## src/rtl/dpram_pkg.sv

```systemverilog
// -----------------------------------------------------------------------------
// dpram_pkg
// Shared definitions for the dual-port RAM slice.
//   state_t          : clear-controller states (INIT = sequential clear,
//                      RUN = normal dual-port access)
//   RD_FIRST/WR_FIRST: values of the RD_MODE parameter
//   PRIO_P1/PRIO_P2  : values of the COLL_PRIO parameter
// -----------------------------------------------------------------------------
package dpram_pkg;

  typedef enum logic [0:0] {
    INIT = 1'b0,
    RUN  = 1'b1
  } state_t;

  localparam int RD_FIRST = 0;
  localparam int WR_FIRST = 1;

  localparam int PRIO_P1 = 1;
  localparam int PRIO_P2 = 2;

endpackage

```

## src/rtl/dpram_init_ctrl.sv

```systemverilog
// -----------------------------------------------------------------------------
// dpram_init_ctrl
// Clear sequencer for the RAM. After reset it walks every address from 0 to
// DEPTH-1, one per cycle, asking the storage to write zero, then parks in RUN.
//
//   state | meaning
//   ------+-----------------------------------------------------------
//   INIT  | clearing address r_cnt this cycle; port requests ignored
//   RUN   | clear finished; ports own the memory
//
// Ports
//   clk       in   sole clock, rising edge
//   rst       in   synchronous active-high reset, restarts the clear
//   init_busy out  1 while rst is high or the clear is still running
//   init_addr out  address being cleared this cycle
//   init_we   out  zero-write strobe for init_addr
// -----------------------------------------------------------------------------
module dpram_init_ctrl
  import dpram_pkg::*;
#(
  parameter int ADDR_W = 4
) (
  input  logic              clk,
  input  logic              rst,
  output logic              init_busy,
  output logic [ADDR_W-1:0] init_addr,
  output logic              init_we
);

  state_t            r_state;
  state_t            w_state_nxt;
  logic [ADDR_W-1:0] r_cnt;
  logic              w_last;

  assign w_last = (r_cnt == {ADDR_W{1'b1}});

  // State register and clear counter. The counter wraps back to 0 on the
  // last clear, so it is already zero when RUN is entered.
  always_ff @(posedge clk) begin
    if (rst) begin
      r_state <= INIT;
      r_cnt   <= '0;
    end else begin
      r_state <= w_state_nxt;
      if (r_state == INIT) begin
        r_cnt <= r_cnt + ADDR_W'(1);
      end
    end
  end

  // Next-state logic
  always_comb begin
    w_state_nxt = r_state;
    case (r_state)
      INIT:    if (w_last) w_state_nxt = RUN;
      RUN:     w_state_nxt = RUN;
      default: w_state_nxt = INIT;
    endcase
  end

  // Outputs. init_busy also covers the rst cycle itself so the ports are
  // locked out before the first reset edge has been taken.
  always_comb begin
    init_busy = 1'b1;
    init_we   = 1'b0;
    init_addr = r_cnt;
    case (r_state)
      INIT: begin
        init_busy = 1'b1;
        init_we   = ~rst;
      end
      RUN: begin
        init_busy = rst;
        init_we   = 1'b0;
      end
      default: begin
        init_busy = 1'b1;
        init_we   = 1'b0;
      end
    endcase
  end

endmodule

```

## src/rtl/dpram_param.sv

```systemverilog
// -----------------------------------------------------------------------------
// dpram_param
// Parameterised true dual-port RAM, single clock, DEPTH = 2**ADDR_W words of
// DATA_W bits. Memory is cleared to zero after every reset by dpram_init_ctrl;
// port requests are ignored while the clear runs.
//
// Parameters
//   DATA_W    data width of both ports
//   ADDR_W    address width
//   RD_MODE   RD_FIRST: accesses return contents before this cycle's writes
//             WR_FIRST: accesses return contents after this cycle's writes
//   COLL_PRIO port (1 or 2) whose data is kept on a same-address dual write
//
// Ports
//   clk, rst             clock / synchronous active-high reset
//   en1, we1             port-1 request / write enable (we qualified by en)
//   addr1, data_in1      port-1 address / write data
//   data_out1, valid1    port-1 registered read data / one-cycle update pulse
//   en2 ... valid2       same for port 2
//   init_busy            clear in progress, requests ignored
//   collision            pulse: same-address dual write in previous cycle
// -----------------------------------------------------------------------------
module dpram_param
  import dpram_pkg::*;
#(
  parameter int DATA_W    = 8,
  parameter int ADDR_W    = 4,
  parameter int RD_MODE   = 0,
  parameter int COLL_PRIO = 1
) (
  input  logic              clk,
  input  logic              rst,
  input  logic              en1,
  input  logic              we1,
  input  logic [ADDR_W-1:0] addr1,
  input  logic [DATA_W-1:0] data_in1,
  output logic [DATA_W-1:0] data_out1,
  output logic              valid1,
  input  logic              en2,
  input  logic              we2,
  input  logic [ADDR_W-1:0] addr2,
  input  logic [DATA_W-1:0] data_in2,
  output logic [DATA_W-1:0] data_out2,
  output logic              valid2,
  output logic              init_busy,
  output logic              collision
);

  localparam int DEPTH = 2 ** ADDR_W;

  logic [DATA_W-1:0] r_mem [DEPTH];

  logic              w_init_busy;
  logic [ADDR_W-1:0] w_init_addr;
  logic              w_init_we;

  logic              w_acc1;
  logic              w_acc2;
  logic              w_wr1;
  logic              w_wr2;
  logic              w_coll;
  logic              w_keep1;
  logic              w_keep2;
  logic [DATA_W-1:0] w_new1;
  logic [DATA_W-1:0] w_new2;
  logic [DATA_W-1:0] w_rd1;
  logic [DATA_W-1:0] w_rd2;

  dpram_init_ctrl #(
    .ADDR_W (ADDR_W)
  ) u_init_ctrl (
    .clk       (clk),
    .rst       (rst),
    .init_busy (w_init_busy),
    .init_addr (w_init_addr),
    .init_we   (w_init_we)
  );

  assign init_busy = w_init_busy;

  // Port qualification: nothing is accepted while the clear is running.
  assign w_acc1 = en1 & ~w_init_busy;
  assign w_acc2 = en2 & ~w_init_busy;
  assign w_wr1  = w_acc1 & we1;
  assign w_wr2  = w_acc2 & we2;
  assign w_coll = w_wr1 & w_wr2 & (addr1 == addr2);

  // On a collision only the priority port's write is committed.
  assign w_keep1 = w_wr1 & ~(w_coll & (COLL_PRIO == PRIO_P2));
  assign w_keep2 = w_wr2 & ~(w_coll & (COLL_PRIO != PRIO_P2));

  // Contents of each port's address as they will be after this cycle's
  // writes; this is what a write-first access returns, including the case
  // where the other port is the one writing that address.
  always_comb begin
    w_new1 = r_mem[addr1];
    if (w_keep1) begin
      w_new1 = data_in1;
    end else if (w_keep2 && (addr2 == addr1)) begin
      w_new1 = data_in2;
    end
  end

  always_comb begin
    w_new2 = r_mem[addr2];
    if (w_keep2) begin
      w_new2 = data_in2;
    end else if (w_keep1 && (addr1 == addr2)) begin
      w_new2 = data_in1;
    end
  end

  assign w_rd1 = (RD_MODE == RD_FIRST) ? r_mem[addr1] : w_new1;
  assign w_rd2 = (RD_MODE == RD_FIRST) ? r_mem[addr2] : w_new2;

  // Storage. No reset on the array itself: the clear sequence zeroes it.
  // The clear and port writes never coincide since ports are locked out
  // whenever init_we can be high.
  always_ff @(posedge clk) begin
    if (w_init_we) begin
      r_mem[w_init_addr] <= '0;
    end else begin
      if (w_keep1) begin
        r_mem[addr1] <= data_in1;
      end
      if (w_keep2) begin
        r_mem[addr2] <= data_in2;
      end
    end
  end

  // Registered read ports and status pulses. A reset edge drops any access
  // requested in the same cycle.
  always_ff @(posedge clk) begin
    if (rst) begin
      data_out1 <= '0;
      data_out2 <= '0;
      valid1    <= 1'b0;
      valid2    <= 1'b0;
      collision <= 1'b0;
    end else begin
      valid1    <= w_acc1;
      valid2    <= w_acc2;
      collision <= w_coll;
      if (w_acc1) begin
        data_out1 <= w_rd1;
      end
      if (w_acc2) begin
        data_out2 <= w_rd2;
      end
    end
  end

endmodule

```

## config.mk

```make
export PLATFORM = sky130hd
export DESIGN_NAME = dpram_param
export DESIGN_NICKNAME = d
export VERILOG_FILES = /design/src/rtl/dpram_pkg.sv /design/src/rtl/dpram_init_ctrl.sv /design/src/rtl/dpram_param.sv
export SDC_FILE = /design/constraint.sdc
export NUM_CORES = 1
export LEC_CHECK = 0
export ABC_AREA = 1
export BUFFER_PORTS_ARGS = -buffer_cell sky130_fd_sc_hd__buf_4
export CAP_MARGIN = 10
export CORE_MARGIN = 3
export CORE_UTILIZATION = 57
export CTS_CLUSTER_DIAMETER = 40
export DETAILED_ROUTE_END_ITERATION = 10
export PLACE_DENSITY = 0.75
export SYNTH_ARGS = -nofsm -noshare
export SYNTH_HDL_FRONTEND = slang
export SYNTH_HIERARCHICAL = 1
export SYNTH_SLANG_ARGS = --single-unit
```

## constraint.sdc

```tcl
create_clock -name clk -period 5.23 [get_ports clk]
set_clock_uncertainty 0.2 [all_clocks]
set_input_delay 0.2615 -clock clk [delete_from_list [all_inputs] [get_ports clk]]
set_output_delay 0.2615 -clock clk [all_outputs]
set_load 0.03 [all_outputs]
```

### Word-level counts from Yosys, hierarchy flattened

Memory sizes are Yosys's and may differ from the RTL's. A register that Yosys moved wholly into a read port is not among the register bits.
Index checks and enable logic that the tools add are counted.

| storage, ports and cells | value |
|---|---|
| register bits after elaboration | 8 |
| RAM bits | 128 |
| input port bits | 30 |
| output and inout bits | 20 |
| memories kept | 1 |

| cells by class | value |
|---|---|
| $add $sub $neg | 1 |
| equality and inequality tests | 2 |
| mux-type cells | 15 |
| bitwise logic cells | 11 |
| reduce and logical (&&, ||, !) cells | 1 |

Memory list:

| name | depth | width | rd ports | clocked after memory_dff | wr ports | line | text |
|---|---|---|---|---|---|---|---|
| r_mem | 16 | 8 | 2 | 2 | 2 | dpram_param.sv:51 | `logic [DATA_W-1:0] r_mem [DEPTH];` |

Operator list:

| kind | number |
|---|---|
| $mux W1 | 10 |
| $mux W8 | 1 |
| $reduce_or A8 Y1 | 1 |
| $and A1 B1 Y1 | 7 |
| $pmux W1 S2 | 3 |
| $add A4 B1 Y4 const B | 1 |
| $eq A4 B4 Y1 | 1 |
| $eq A4 B4 Y1 const B | 1 |
| $mux W4 | 1 |
| $not A1 Y1 | 4 |

### Logic depth before layout (Yosys ltp)

| logic depth | value |
|---|---|
| word-level depth | 12 |
| mapped depth | 11 |

### By module

The synthesis kept the hierarchy.

By module, submodules not included:

| module | times used | cells an instance | area each (µm²) | sequential area each (µm²) |
|---|---|---|---|---|
| dpram_param | 1 | 1346 | 9867.0 | 4224.1 |
| dpram_init_ctrl | 1 | 29 | 211.5 | 100.1 |

### Least setup slack after synthesis

OpenSTA, ideal clock, no wires.

| timing path | value |
|---|---|
| kind | register to register |
| from | register u_init_ctrl.r_state |
| to | memory r_mem[10][0], enable pin |
| setup time | 0.374 ns |
| arrival time | 2.102 ns |
| data required time | 4.656 ns |
| slack | 2.554 ns |
| cell stages (with the launch flop) | 8 |
| path buffers | 1 |
| clock period less this slack | 2.676 ns |
| cell sequence | dfxtp_1 > nand2_1 > nor2_4 > nand3_4 > buf_6 > o21ai_2 > nand3_1 > o21ai_1 |

RTL lines:

| what | line | text |
|---|---|---|
| start, declared | dpram_init_ctrl.sv:30 | `state_t r_state;` |
| start signal, assigned | dpram_init_ctrl.sv:44 | `r_state <= w_state_nxt;` |
| end, declared | dpram_param.sv:51 |  |

==> results <==
- Summed over all cells, the static leakage comes to 0.00473 uW.
- After synthesis, the cell types taking the most area are sky130_fd_sc_hd__edfxtp_1, sky130_fd_sc_hd__nand2_1, sky130_fd_sc_hd__nand4_1.
- The synthesized design contains 152 register bits.
- After clock tree synthesis, the clock-pin slew on the worst setup and hold paths is 0.06 ns.
- The weighted congestion at the end of routability-driven global placement is 0.971.
- For this run the aggregate overflow at the end of global routing stands at 0.
- Headroom to the max-slew limit came out at 17.6%.
- Overall power consumption after layout is estimated at 2700 uW.
- The areal power density over the cells is 249 nW/um^2.
- The y dimension of the die is 139 um.
- The hold violation count in the final report is 0.
- The hold path startpoint is addr1[3].
- The maximum level of the CTS H-tree is 4.
- From synthesis to final layout, the design area changed by 7.73%.
- VDD sags by at most 251 uV.
- The setup path with the least slack is of type input port to register.
- The worst register-to-register path has a depth of 8.
- Across the run, the number of max-cap violations was 0.
- The most common library cell in the layout ignoring fill and taps is sky130_fd_sc_hd__nand2_1.
- Among all stages on the critical path, the largest delay is contributed by sky130_fd_sc_hd__nand3_4.
- The total routed wirelength is 34900 um.
- Grouping stages by cell kind, the critical path spends the most delay in simple AND/OR/NAND/NOR gates.
- The type of element capturing the critical path is a register.
- The shortest clock period the worst path allows after layout is 3.93 ns.
- The number of buffers created by CTS is 17.
- The final number of max-transition violations came to 0.
- The setup slack of the worst register-to-register path is 1.54 ns.
- The area of the core is 16900 um^2.
- The ratio of routed vias to standard cells is 6.39.
- The share of the yosys chip area belonging to registers is 42.9%.
- The worst hold path was traced through 5 stages.
- For the pin with the worst max-slew slack, the measured transition is 1.23 ns.
- The number of placed cells counting well taps is 1551.
- Synthesis produced a netlist whose cell count is 1375.
- The via total after detailed routing is 10100.
- The wire length of the first global-routing pass is 51600 um.
- The detailed placer's ending HPWL is 22600 um.
- Counting every net in the synthesized netlist gives 1406.
- The endpoint required time on the critical path is 5.15 ns.
- The count of cells in the finished layout, fillers not included, comes to 1586.
- The die footprint is 19300 um^2.
- In the final timing run, aggregate negative setup slack is 0 ns.
- Walking the worst path, the cells encountered are dlygate4sd3_1 -> buf_4 -> inv_1 -> nand2_1 -> nor2_4 -> nand2_2 -> nor2_1 -> nand3_4 -> buf_4 -> nand3_4 -> nand2_1.
- The TritonCTS clock tree is yes.
- The startpoint identified for the worst register-to-register timing path is u_init_ctrl/r_state.
- The count of clock tree sinks is 152.
- The placement row count is 47.
- Cells with a size suffix above 1 make up 10.8% of the layout.
- The number of different library cells in the post-synthesis netlist is 27.
- The area share of the leading cell type in the synthesized netlist is 38.1%.
- The clock tree buffer depth is 2.
- The worst-case hold slack is 0.0187 ns.
- The run finished with clean final reports.
- Pin placement for this block handled 50 I/O pins.
- In the post-route analysis, the smallest setup slack over all paths is 1.30 ns.
- The final clock period utilization by the worst path is 75.2%.
- The biggest fanout along the worst timing path is 66.
- The later pin in the worst-skew pair is clocked with a latency of 0.44 ns.
- Across every metal layer, demand over resource in global routing totals 34.9%.
- The number of global-route vias before repair is 8749.
- The critical path arrival is 3.85 ns.
- The number of buffer cells added on primary ports is 49.
- The number of nets still failing antenna checks after routing is 0.
- The buffer and inverter count on the worst path is 4.
- The initial antenna violation count is 0.
- In the final design database the tool counted 1384 nets.
- The first detailed-routing pass took 9 iterations.
- The synthesized area divided by synthesized cell count is 7.33 um^2.
- Setup repair after global routing left no endpoint under its margin.
- The critical path starts at rst.
- The setup slack after placement is 1.12 ns.
- The maximum operating frequency is 0.254 GHz.
- The filler cell count is 1498.
- The number of gates resized after CTS was 0.
- For this run, the number of Yosys warnings is 6.
- The endpoint identified for the worst register-to-register timing path is r_mem[3][6].
- From left edge to right edge, the die measures 139 um.
- Entering global routing, the biggest net connects 67 pins.
- In this design, the stage delay of the slowest critical-path cell is 0.70 ns.
- The setup violation total in the final timing report is 0.
- Summed over all instances, the cell type with the most area after synthesis is sky130_fd_sc_hd__edfxtp_1.
- The mean routed wirelength per cell is 22.0 um.
- The cell sitting at the root of the clock tree is a sky130_fd_sc_hd__clkbuf_16.
- In the routed design, unresolved DRC markers number 0.
- In the layout the commonest cells are sky130_fd_sc_hd__nand2_1, sky130_fd_sc_hd__nand3_1, sky130_fd_sc_hd__nand4_1.
- In this run, the number of DRC markers left after iteration 0 of detailed routing was 2020.
- STA classifies the critical path startpoint as an input port.
- The repair_antennas step left the layout with diodes totalling 0.
- The initial core utilization is 59.5%.
- The worst hold path belongs to the class input port to register.
- In this run the cell area of the synthesized design comes to 10100 um^2.
- For hold timing, the worst endpoint is data_out1[3].
==> synth_stat cells <==
cell type	instances
sky130_fd_sc_hd__o21ai_1	10
sky130_fd_sc_hd__nand3_1	145
sky130_fd_sc_hd__buf_1	20
sky130_fd_sc_hd__nor2_1	45
sky130_fd_sc_hd__o22ai_1	1
sky130_fd_sc_hd__inv_2	3
sky130_fd_sc_hd__edfxtp_1	128
sky130_fd_sc_hd__nand3_2	2
sky130_fd_sc_hd__nand2_2	4
sky130_fd_sc_hd__o21ai_2	3
sky130_fd_sc_hd__buf_4	8
sky130_fd_sc_hd__o21ai_0	17
sky130_fd_sc_hd__buf_2	21
sky130_fd_sc_hd__clkbuf_2	1
sky130_fd_sc_hd__nand3_4	16
sky130_fd_sc_hd__dfxtp_1	24
sky130_fd_sc_hd__buf_6	11
sky130_fd_sc_hd__ha_1	1
sky130_fd_sc_hd__nand2_1	649
sky130_fd_sc_hd__nor2_4	17
sky130_fd_sc_hd__inv_1	40
sky130_fd_sc_hd__xor2_1	2
sky130_fd_sc_hd__nor3_1	2
sky130_fd_sc_hd__nand4_1	137
sky130_fd_sc_hd__clkbuf_1	40
sky130_fd_sc_hd__a21oi_1	11
sky130_fd_sc_hd__nor2_2	17
==> where the power goes <==
group          switching, uW  internal [uW]
Clock                    522            605
Combinational            199           58.5
Sequential              10.1           1310
==> worst register-to-register path, cell delays in order, from the launching register on <==
cell and delay [ns]:
sky130_fd_sc_hd__dfxtp_1 0.42, sky130_fd_sc_hd__nand2_1 0.22, sky130_fd_sc_hd__nor2_4 0.40, sky130_fd_sc_hd__nand2_2 0.14
sky130_fd_sc_hd__nor2_1 0.26, sky130_fd_sc_hd__nand3_4 0.70, sky130_fd_sc_hd__buf_4 0.58, sky130_fd_sc_hd__nand3_4 0.18
sky130_fd_sc_hd__nand2_1 0.26
==> per-layer routing <==
metal	global-route usage [%]	routed length (um)	vias up	share of wire [%]
li1	-	-	4595	-
met1	48.8	12900	4539	37
met5	0	0	-	0
met2	52.4	15000	840	43
met3	7.31	5030	156	14
met4	16.3	1940	0	5.6
==> kinds of logic (layout without fill, tap and decap cells) <==
| kind of cell | Yosys count | in the layout | synth area share (%) |
|---|---|---|---|
| AND/OR/NAND/NOR | 1034 | 1034 | 47.8 |
| flip-flops | 152 | 152 | 42.9 |
| buffers and inverters | 144 | 135 | 6.75 |
| AO/OA/AOI/OAI | 42 | 42 | 2.21 |
| XOR/XNOR | 2 | 2 | 0.174 |
| adder cells (fa/ha/maj) | 1 | 1 | 0.124 |
==> timing repair <==
item / in CTS / in global routing
hold buffers: 3 / 0
setup buffers: 0 / 0
hold endpoints to repair: 11 / 0
==> final cells by class <==
type | instances | area [um^2] | share of cell area [%]
clock inverters | 15 | 103 | 0.945
flip-flops and latches | 152 | 4320 | 39.8
multi-input cells | 1079 | 5090 | 46.8
inverters | 43 | 161 | 1.49
well taps | 220 | 275 | 2.54
clock buffers | 17 | 425 | 3.92
repair buffers | 60 | 483 | 4.45
==> stage by stage <==
stage	instance area, um^2	util [%]
6_report	10900	64.1
5_1_grt	10900	64.1
3_5_place_dp	10300	60.8
3_3_place_gp	10300	60.8
4_1_cts	10900	64.1
2_1_floorplan	10100	-
==> registers in the layout, indices dropped and copies added, names as in the netlist <==
register / flops
collision: 1
data_out1: 8
u_init_ctrl/init_addr: 4
u_init_ctrl/r_state: 1
valid1: 1
r_mem: 128
data_out2: 8
valid2: 1
==> worst max-delay path by stage <==
| stage | end | slack, ns | cells after the start |
|---|---|---|---|
| finish | r_mem[3][6] | 1.30 | 11 |
| global placement | r_mem[3][1] | 1.16 | 9 |
| floorplan | r_mem[10][0] | 2.55 | 7 |
| CTS | r_mem[3][3] | 1.29 | 11 |
| detailed placement | r_mem[3][1] | 1.12 | 9 |
| global route | r_mem[3][7] | 1.11 | 11 |
Note: power is estimated with default switching activity, not from simulation.
